## config.mk

```make
export PLATFORM = sky130hd
export DESIGN_NAME = arbiter_sink_4ph_flat
export DESIGN_NICKNAME = d
export VERILOG_FILES = /design/src/rtl/arbiter_sink_pkg.sv /design/src/rtl/arbiter_sink_4ph_if.sv /design/src/rtl/arbiter_sink_4ph_sync_chain.sv /design/src/rtl/arbiter_sink_4ph.sv /design/src/flat_wrapper.sv
export SDC_FILE = /design/constraint.sdc
export NUM_CORES = 1
export LEC_CHECK = 0
export ABC_CLOCK_PERIOD_IN_PS = 2300
export CORE_UTILIZATION = 53
export DETAILED_ROUTE_END_ITERATION = 8
export PLACE_DENSITY = 0.78
export SYNTH_ARGS = -nofsm -noshare
export SYNTH_HDL_FRONTEND = slang
export SYNTH_SLANG_ARGS = --single-unit
```

## constraint.sdc

```tcl
create_clock -name clk -period 2.3 [get_ports clk]
set_input_delay 0.46 -clock clk [delete_from_list [all_inputs] [get_ports clk]]
set_output_delay 0.46 -clock clk [all_outputs]
set_load 0.005 [all_outputs]
```

## src/rtl/arbiter_sink_pkg.sv

```systemverilog
// arbiter_sink_pkg: shared state encoding and counter saturation helper
package arbiter_sink_pkg;
   typedef enum logic [2:0] {IDLE, CAPTURE, SERVICE, ACK, RELEASE} state_t;
   function automatic logic [63:0] sat_val(int w);
      return (w >= 64) ? '1 : (64'd1 << w) - 64'd1;
   endfunction
endpackage

```

## src/rtl/arbiter_sink_4ph_if.sv

```systemverilog
// arbiter_sink_4ph_if: 4-phase req/sel/ack link between mutex arbiter and sink
interface arbiter_sink_4ph_if;
   logic req_in, sel_in, ack_out;
   modport master(output req_in, sel_in, input ack_out);
   modport slave(input req_in, sel_in, output ack_out);
endinterface

```

## src/rtl/arbiter_sink_4ph_sync_chain.sv

```systemverilog
// sync_chain: multi-flop synchronizer for one asynchronous input bit
module sync_chain #(
   parameter int STAGES = 2
) (
   input  logic clk,
   input  logic rst,
   input  logic d,
   output logic q
);
   logic [STAGES-1:0] ff;
   // shift the raw input through the metastability chain
   always_ff @(posedge clk or posedge rst)
      if (rst) ff <= '0;
      else ff <= {ff[STAGES-2:0], d};
   assign q = ff[STAGES-1];
endmodule

```

## src/rtl/arbiter_sink_4ph.sv

```systemverilog
// arbiter_sink_4ph: clocked 4-phase consumer that services and counts arbiter grants
module arbiter_sink_4ph
   import arbiter_sink_pkg::*;
#(
   parameter int SYNC_STAGES    = 2,
   parameter int SERVICE_CYCLES = 4,
   parameter int CNT_W          = 16
) (
   input  logic             clk,
   input  logic             rst,
   arbiter_sink_4ph_if.slave hs,
   output logic             busy,
   output logic             grant_valid,
   output logic             grant_id,
   output logic [CNT_W-1:0] grant_cnt0,
   output logic [CNT_W-1:0] grant_cnt1,
   output logic             proto_err
);
   localparam logic [CNT_W-1:0] CNT_SAT = CNT_W'(sat_val(CNT_W));
   localparam logic [7:0] SVC_LOAD = 8'(SERVICE_CYCLES - 1);
   state_t state;
   logic [7:0] svc;
   logic req_s, sel_s, ack;
   sync_chain #(.STAGES(SYNC_STAGES)) u_req (.clk(clk), .rst(rst), .d(hs.req_in), .q(req_s));
   sync_chain #(.STAGES(SYNC_STAGES)) u_sel (.clk(clk), .rst(rst), .d(hs.sel_in), .q(sel_s));
   assign hs.ack_out = ack;
   assign busy = state != IDLE;
   // handshake FSM: capture winner, hold service window, ack, wait for release
   always_ff @(posedge clk or posedge rst)
      if (rst) begin
         state       <= IDLE;
         svc         <= '0;
         ack         <= 1'b0;
         grant_valid <= 1'b0;
         grant_id    <= 1'b0;
         grant_cnt0  <= '0;
         grant_cnt1  <= '0;
         proto_err   <= 1'b0;
      end else begin
         grant_valid <= 1'b0;
         case (state)
            IDLE: if (req_s) state <= CAPTURE;
            CAPTURE:
               if (!req_s) begin
                  proto_err <= 1'b1;
                  state     <= IDLE;
               end else begin
                  grant_id <= sel_s;
                  svc      <= SVC_LOAD;
                  state    <= SERVICE;
               end
            SERVICE:
               if (!req_s) begin
                  proto_err <= 1'b1;
                  state     <= IDLE;
               end else if (svc == 8'd0) begin
                  state       <= ACK;
                  ack         <= 1'b1;
                  grant_valid <= 1'b1;
                  if (grant_id) grant_cnt1 <= (grant_cnt1 == CNT_SAT) ? grant_cnt1 : grant_cnt1 + CNT_W'(1);
                  else grant_cnt0 <= (grant_cnt0 == CNT_SAT) ? grant_cnt0 : grant_cnt0 + CNT_W'(1);
               end else svc <= svc - 8'd1;
            ACK:
               if (!req_s) begin
                  ack   <= 1'b0;
                  state <= RELEASE;
               end
            RELEASE: state <= IDLE;
            default: state <= IDLE;
         endcase
      end
endmodule

```

## src/flat_wrapper.sv

```systemverilog
// flat-port wrapper written by rule: the top's interface ports become plain ports
module arbiter_sink_4ph_flat import arbiter_sink_pkg::*;
#(
   parameter int SYNC_STAGES    = 2,
   parameter int SERVICE_CYCLES = 4,
   parameter int CNT_W          = 16
)
  (clk, rst, busy, grant_valid, grant_id, grant_cnt0, grant_cnt1, proto_err, hs_req_in, hs_sel_in, hs_ack_out);
  arbiter_sink_4ph_if hs_i ();
  input  logic clk;
  input  logic rst;
  output logic busy;
  output logic grant_valid;
  output logic grant_id;
  output logic [CNT_W-1:0] grant_cnt0;
  output logic [CNT_W-1:0] grant_cnt1;
  output logic proto_err;
  input wire logic [$bits(hs_i.req_in)-1:0] hs_req_in;
  input wire logic [$bits(hs_i.sel_in)-1:0] hs_sel_in;
  output wire logic [$bits(hs_i.ack_out)-1:0] hs_ack_out;
  assign hs_i.req_in = hs_req_in;
  assign hs_i.sel_in = hs_sel_in;
  assign hs_ack_out = hs_i.ack_out;
  arbiter_sink_4ph #(.SYNC_STAGES(SYNC_STAGES), .SERVICE_CYCLES(SERVICE_CYCLES), .CNT_W(CNT_W)) u_core (.clk(clk), .rst(rst), .hs(hs_i), .busy(busy), .grant_valid(grant_valid), .grant_id(grant_id), .grant_cnt0(grant_cnt0), .grant_cnt1(grant_cnt1), .proto_err(proto_err));
endmodule
```

==> results of run 1 <==
## logic make-up (layout without fill, tap and decap cells)
kind of cell	Yosys count	after routing	synth area share (%)
simple gates	103	103	24.2
buf+inv	14	67	2.12
xor+xnor	32	32	11.3
mux	4	4	1.82
compound gates	24	24	6.97
fa+ha+maj	4	4	2.02
flops	51	51	51.5
## synth_stat cells, types with 5 or more instances
cell type / instances
nand3_1: 13
xnor2_1: 17
a31oi_1: 5
nand2_1: 15
xor2_1: 15
nand4_1: 7
inv_1: 9
clkbuf_1: 5
nor3_1: 9
nand2b_1: 7
dfrtp_1: 51
nor2_1: 22
## state kept, by name (all words and copies together) (netlist names)
signal,flops
u_core.grant_cnt0,16
u_core.grant_cnt1,16
u_core.grant_id,1
u_core.grant_valid,1
u_core.hs.ack_out,1
u_core.proto_err,1
u_core.state,3
u_core.svc,8
u_core.u_req.ff,2
u_core.u_sel.ff,2
## metrics by stage
| stage | instances | utilization [%] |
|---|---|---|
| floorplan | 232 | - |
| global placement | 329 | 68.2 |
| detailed placement | 329 | 68.2 |
| CTS | 337 | 70.5 |
| global route | 337 | 70.5 |
| finish | 337 | 70.5 |
## critical path, cell delays in order (launching register included)
cell,delay [ns]
dfrtp_1,0.43
inv_1,0.10
ha_1,0.15
nor3b_1,0.18
buf_4,0.16
nand4b_4,0.16
or4_4,0.59
nor3_2,0.13
xor2_1,0.17
## report_power, final
part | switching [mW] | internal [mW] | leakage (nW)
combinational | 0.283 | 0.323 | 0.617
clock | 0.297 | 0.246 | 0.0474
sequential | 0.158 | 1.00 | 0.684
## worst max-delay path by stage
stage / endpoint / startpoint / cells after the start
after floorplan: u_core.grant_cnt0[1] / u_core.svc[2] / 4
after global placement: u_core.grant_cnt0[4] / u_core.svc[2] / 6
after detailed placement: u_core.grant_cnt1[13] / u_core.svc[0] / 8
after CTS: u_core.grant_cnt1[13] / u_core.svc[0] / 8
after global routing: u_core.grant_cnt1[13] / u_core.svc[0] / 8
final: u_core.grant_cnt1[13] / u_core.svc[0] / 8
## area by class of cell
cell class,instances,area [um2]
Tap cell,52,65.1
Fill cell,337,1300
Clock inverter,2,16.3
Multi-Input combinational cell,167,1150
Sequential cell,51,1280
Clock buffer,6,82.6
Inverter,9,33.8
Timing Repair Buffer,50,488
## placed cells by master (no fill, tap or decap), types with 3 or more instances in the layout
master           Yosys  final
a21oi_1              4      4
a31oi_1              5      5
and3_1               3      3
and4_1               3      3
buf_4                0      9
clkbuf_8             0      6
clkdlybuf4s50_1      0     40
dfrtp_1             51     51
ha_1                 4      4
inv_1                9      8
mux2_2               4      4
nand2_1             15     15
nand2b_1             7      7
nand3_1             13     13
nand4_1              7      7
nor2_1              22     22
nor2b_1              3      3
nor3_1               9      9
nor4_1               4      4
o2111ai_1            4      4
o21ai_0              3      3
or4_4                4      4
xnor2_1             17     17
xor2_1              15     15
## layer usage
layer,GRT usage (%),vias up
li1,-,928
met1,28.3,926
met2,34.3,33
met3,3.75,5
met4,8.67,0
met5,0,-
==> flow_summary.toml, run 1 <==
[timing]
setup_tns_ns = 0
tightest_slew_ns = 0.507
fin_crit_ns = 2.15
whs_ns = 0.360
slew_viol_final = 0
finalSetupViolCount = 0
clock_skew_ns = 0.00943
hold_viol = 0
slew_headroom_pct = 66.0
finalCritPeriodShare_pct = 93.4
fmax_mhz = 466
rsz0062_at_grt = "no"
worst_slack_ns = 0.153

[place]
portBuffers = 40
gp_congestion = 0.888
pre_cts_ws_ns = 0.177
dpl.hpwl_um = 3410
placed_cell_area_um2 = 3010

[clock_network]
path_clk_slew_ns = 0.09
cts_hold_buffers = 0
clk_latency_ns = 0.31
cts_tree = "done"
cts_setup_buffers = 0
h-tree-depth = 2
clkSinkCount = 51
cts_resized = 0
clockBufferDepth = 2
numCtsBuffers = 5
clockRootBuffer = "clkbuf_8"

[cells_and_area]
postLayoutCellArea_um2 = 3110
synthToLayoutAreaGrowth_pct = 25.6
final_layout_size_suffix_gt1_share_pct = 10.9
nets = 292
antenna_cells = 0

[critical_path]
critPathKind = "reg2reg"
end_kind = "register"
crit_required_ns = 2.52
rr_startpoint = "u_core.svc[0]"
r2r_end = "u_core.grant_cnt1[13]"
cp.arrival_ns = 2.37
start_kind = "register"
r2r_cells = 8
crit_fanout = 8
r2r_slack_ns = 0.15

[detailed_routing]
wl_met2_um = 2290
wl_met1_um = 2250
highest_layer = "met4"
ant_nets = 0
drc = 0
wire_per_inst_um = 14.1
vias_per_cell = 5.61
drt_first_pass_iters = 4
wl_met3_um = 140
drtIter0Drc = 78
totalWireLength_um = 4750
dr_total_vias = 1892

[global_route]
overflow = 0
antenna_found_initial = 0
grtUsageTotal_pct = 21.3
grt_pass1_vias = 1829
grt_pass1_wl_um = 8320
grt_max_degree = 30

[floorplanning]
core_um2 = 4410
die_h_um = 70.4
fp.dieW_um = 70.4
initial_utilization_pct = 56.1
die_area_um2 = 4950
num_rows = 24
io-pin-count = 41

[power_and_ir_drop]
finalPower_mw = 2.31
leakage_nw = 1.35
peakVddDrop_mv = 0.558
power_density_nw_per_um2 = 742

[worst_hold_path]
min_path_cells = 0
hold_end = "u_core.u_req.ff[1]"
hp-start = "u_core.u_req.ff[0]"
hp-class = "reg2reg"

[synth]
netlist_instances = 232
yosysSeqAreaShare_pct = 51.5
ys_ff_latch = 51
ys_top_cells_by_area = "dfrtp_1 (52%), xnor2_1 (6.0%), xor2_1 (5.3%)"
synth_top_area_cell = "dfrtp_1"
synth_cell_types = 38
yosysTopAreaCellShare_pct = 51.5
syn_nets = 240
synthArstFlopShare_pct = 100
synth_edf_count = 0
syn_avg_cell_area_um2 = 10.7
synth_area_um2 = 2480
synthFlopType = "dfrtp_1"
ys_warn_count = 0

[flow_run]
drv_cap = 0

[status]
outcome = "complete, no violations"
Note: power is estimated with default switching activity, not from simulation.
==> run 2, diff against run 1 <==
--- a/config.mk
+++ b/config.mk
@@ -7,6 +7,7 @@
 export LEC_CHECK = 0
 export ABC_CLOCK_PERIOD_IN_PS = 2300
 export CORE_UTILIZATION = 53
+export CTS_CLUSTER_SIZE = 14
 export DETAILED_ROUTE_END_ITERATION = 8
 export PLACE_DENSITY = 0.78
 export SYNTH_ARGS = -nofsm -noshare
==> results of run 2 <==
Same layout as run 1: the final DEF is identical, and so are final timing and power.
==> run 3, diff against run 2 <==
--- a/config.mk
+++ b/config.mk
@@ -5,11 +5,12 @@
 export SDC_FILE = /design/constraint.sdc
 export NUM_CORES = 1
 export LEC_CHECK = 0
-export ABC_CLOCK_PERIOD_IN_PS = 2300
-export CORE_UTILIZATION = 53
+export ABC_CLOCK_PERIOD_IN_PS = 2500
+export CORE_UTILIZATION = 59
+export CTS_BUF_LIST = sky130_fd_sc_hd__clkbuf_4
 export CTS_CLUSTER_SIZE = 14
 export DETAILED_ROUTE_END_ITERATION = 8
-export PLACE_DENSITY = 0.78
+export PLACE_DENSITY = 0.86
 export SYNTH_ARGS = -nofsm -noshare
 export SYNTH_HDL_FRONTEND = slang
 export SYNTH_SLANG_ARGS = --single-unit
==> constraint.sdc (replaced) <==
create_clock -name clk -period 2.5 [get_ports clk]
set_input_delay 0.5 -clock clk [delete_from_list [all_inputs] [get_ports clk]]
set_output_delay 0.5 -clock clk [all_outputs]
set_load 0.005 [all_outputs]
==> run 3 against run 2 <==
  * Critical path depth fell by 1
  * Clock skew up 0.0042 ns
  * Count of clock-buffer cells in the layout unchanged
  * Highest routed layer unchanged
  * Global-route usage up 4.2 points
  * Via count up 2.1%
  * Combinational power shrank 8.4%
  * First-iteration DRC count up 68%
  * Final area fell by 2.3%
  * Final cell count is 1.5% lower
  * Clock power down 33%
  * Worst setup slack better by 0.090 ns
==> flow_summary.toml, run 3 (synthesis gave the netlist of run 1 again) <==
[clock_network]
cts_setup_buffers = 0
numCtsBuffers = 5
clockBufferDepth = 2
clockRootBuffer = "clkbuf_4"
cts_tree = "done"
path_clk_slew_ns = 0.14
cts_resized = 0
cts_hold_buffers = 0
clk_latency_ns = 0.36
clkSinkCount = 51
h-tree-depth = 2

[cells_and_area]
mostFrequentLayoutCells = "dfrtp_1 (51), clkdlybuf4s50_1 (40), nor2_1 (22)"
n_fill_cell = 293
antenna_cells = 0
largestRegisters = "u_core.grant_cnt0 (16), u_core.grant_cnt1 (16), u_core.svc (8)"
stdcell_count = 332
final_layout_size_suffix_gt1_share_pct = 9.22
nets = 289
final_common_cell = "dfrtp_1"
synthToLayoutAreaGrowth_pct = 22.7

[global_route]
antenna_found_initial = 0
grt_max_degree = 30
grt_pass1_wl_um = 8410
grt_pass1_vias = 1756
overflow = 0
grtUsageTotal_pct = 25.4

[floorplanning]
core_um2 = 4030
num_rows = 23
io-pin-count = 41
die_h_um = 66.8
initial_utilization_pct = 61.5
die_area_um2 = 4460
fp.dieW_um = 66.8

[status]
outcome = "complete, no violations"

[timing]
rsz0062_at_grt = "no"
slew_headroom_pct = 66.0
tightest_slew_ns = 0.506
finalCritPeriodShare_pct = 90.3
worst_slack_ns = 0.243
fin_crit_ns = 2.26
slew_viol_final = 0
hold_viol = 0
fmax_mhz = 443
finalSetupViolCount = 0
clock_skew_ns = 0.0137
setup_tns_ns = 0

[place]
gp_congestion = 0.884
placed_cells_incl_taps = 324
dpl.hpwl_um = 3580
portBuffers = 40
pre_cts_ws_ns = 0.251

[critical_path]
worst_path_largest_cell_delay_ns = 0.59
start_kind = "register"
cp_num_buf_inv = 1
r2r_slack_ns = 0.24
slowest_stage = "or4_4"
end_kind = "register"
cp.arrival_ns = 2.56
crit_fanout = 8
crit_required_ns = 2.80
crit_chain = "inv_1 -> ha_1 -> nor3b_1 -> nand4b_4 -> or4_4 -> nor3_2 -> xor2_1"
critPathKind = "reg2reg"
path_delay_family = "simple AND/OR/NAND/NOR gates"

[power_and_ir_drop]
power_density_nw_per_um2 = 655
peakVddDrop_mv = 0.611
leakage_nw = 1.32

[detailed_routing]
drtIter0Drc = 131
dr_total_vias = 1931
ant_nets = 0
drc = 0
drt_first_pass_iters = 5
wire_per_inst_um = 14.8
totalWireLength_um = 4910
vias_per_cell = 5.82

[worst_hold_path]
hp-class = "reg2reg"

[flow_run]
drv_cap = 0
## run 3: area by class of cell
class                           count  area [um2]  share of cell area (%)
Inverter                            9        33.8                    1.11
Clock inverter                      2        7.51                   0.247
Timing Repair Buffer               47         465                    15.3
Multi-Input combinational cell    167        1150                    37.8
Sequential cell                    51        1280                    42.0
Clock buffer                        6        45.0                    1.48
Tap cell                           50        62.6                    2.06
## run 3: per-stage QoR
| step | hold WS (ns) | total power [mW] | utilization [%] | area [um2] |
|---|---|---|---|---|
| detailed placement | 0.344 | 1.64 | 74.1 | 2990 |
| floorplan | 0.331 | 1.42 | - | 2480 |
| global placement | 0.333 | 1.61 | 74.1 | 2990 |
| finish | 0.370 | 1.99 | 75.4 | 3040 |
| CTS | 0.374 | 1.99 | 75.4 | 3040 |
| global route | 0.380 | 2.12 | 75.4 | 3040 |
## run 3: layer usage
metal  vias to the layer above  global-route usage, %  part of all wire [%]
met2                        49                   39.5                    50
met4                         0                   7.71                   1.2
met5                         -                      0                     0
li1                        922                      -                     -
met3                         6                   5.82                   3.7
met1                       954                   35.2                    45
## run 3: power breakdown
group / switching [mW] / leakage (nW) / internal [mW]
clock: 0.247 / 0.0307 / 0.116
sequential: 0.154 / 0.684 / 0.920
combinational: 0.265 / 0.602 / 0.289
## run 3: worst paths after layout
path | startpoint | endpoint | depth (start not counted)
setup / recovery | u_core.svc[0] | u_core.grant_cnt1[13] | 7
setup reg to reg | u_core.svc[0] | u_core.grant_cnt1[13] | 7
min in group asynchronous | rst | u_core.grant_cnt0[13] | 2
hold reg to reg | u_core.u_sel.ff[0] | u_core.u_sel.ff[1] | 0
max in group asynchronous | rst | u_core.grant_cnt1[4] | 3
hold / removal | u_core.u_sel.ff[0] | u_core.u_sel.ff[1] | 0
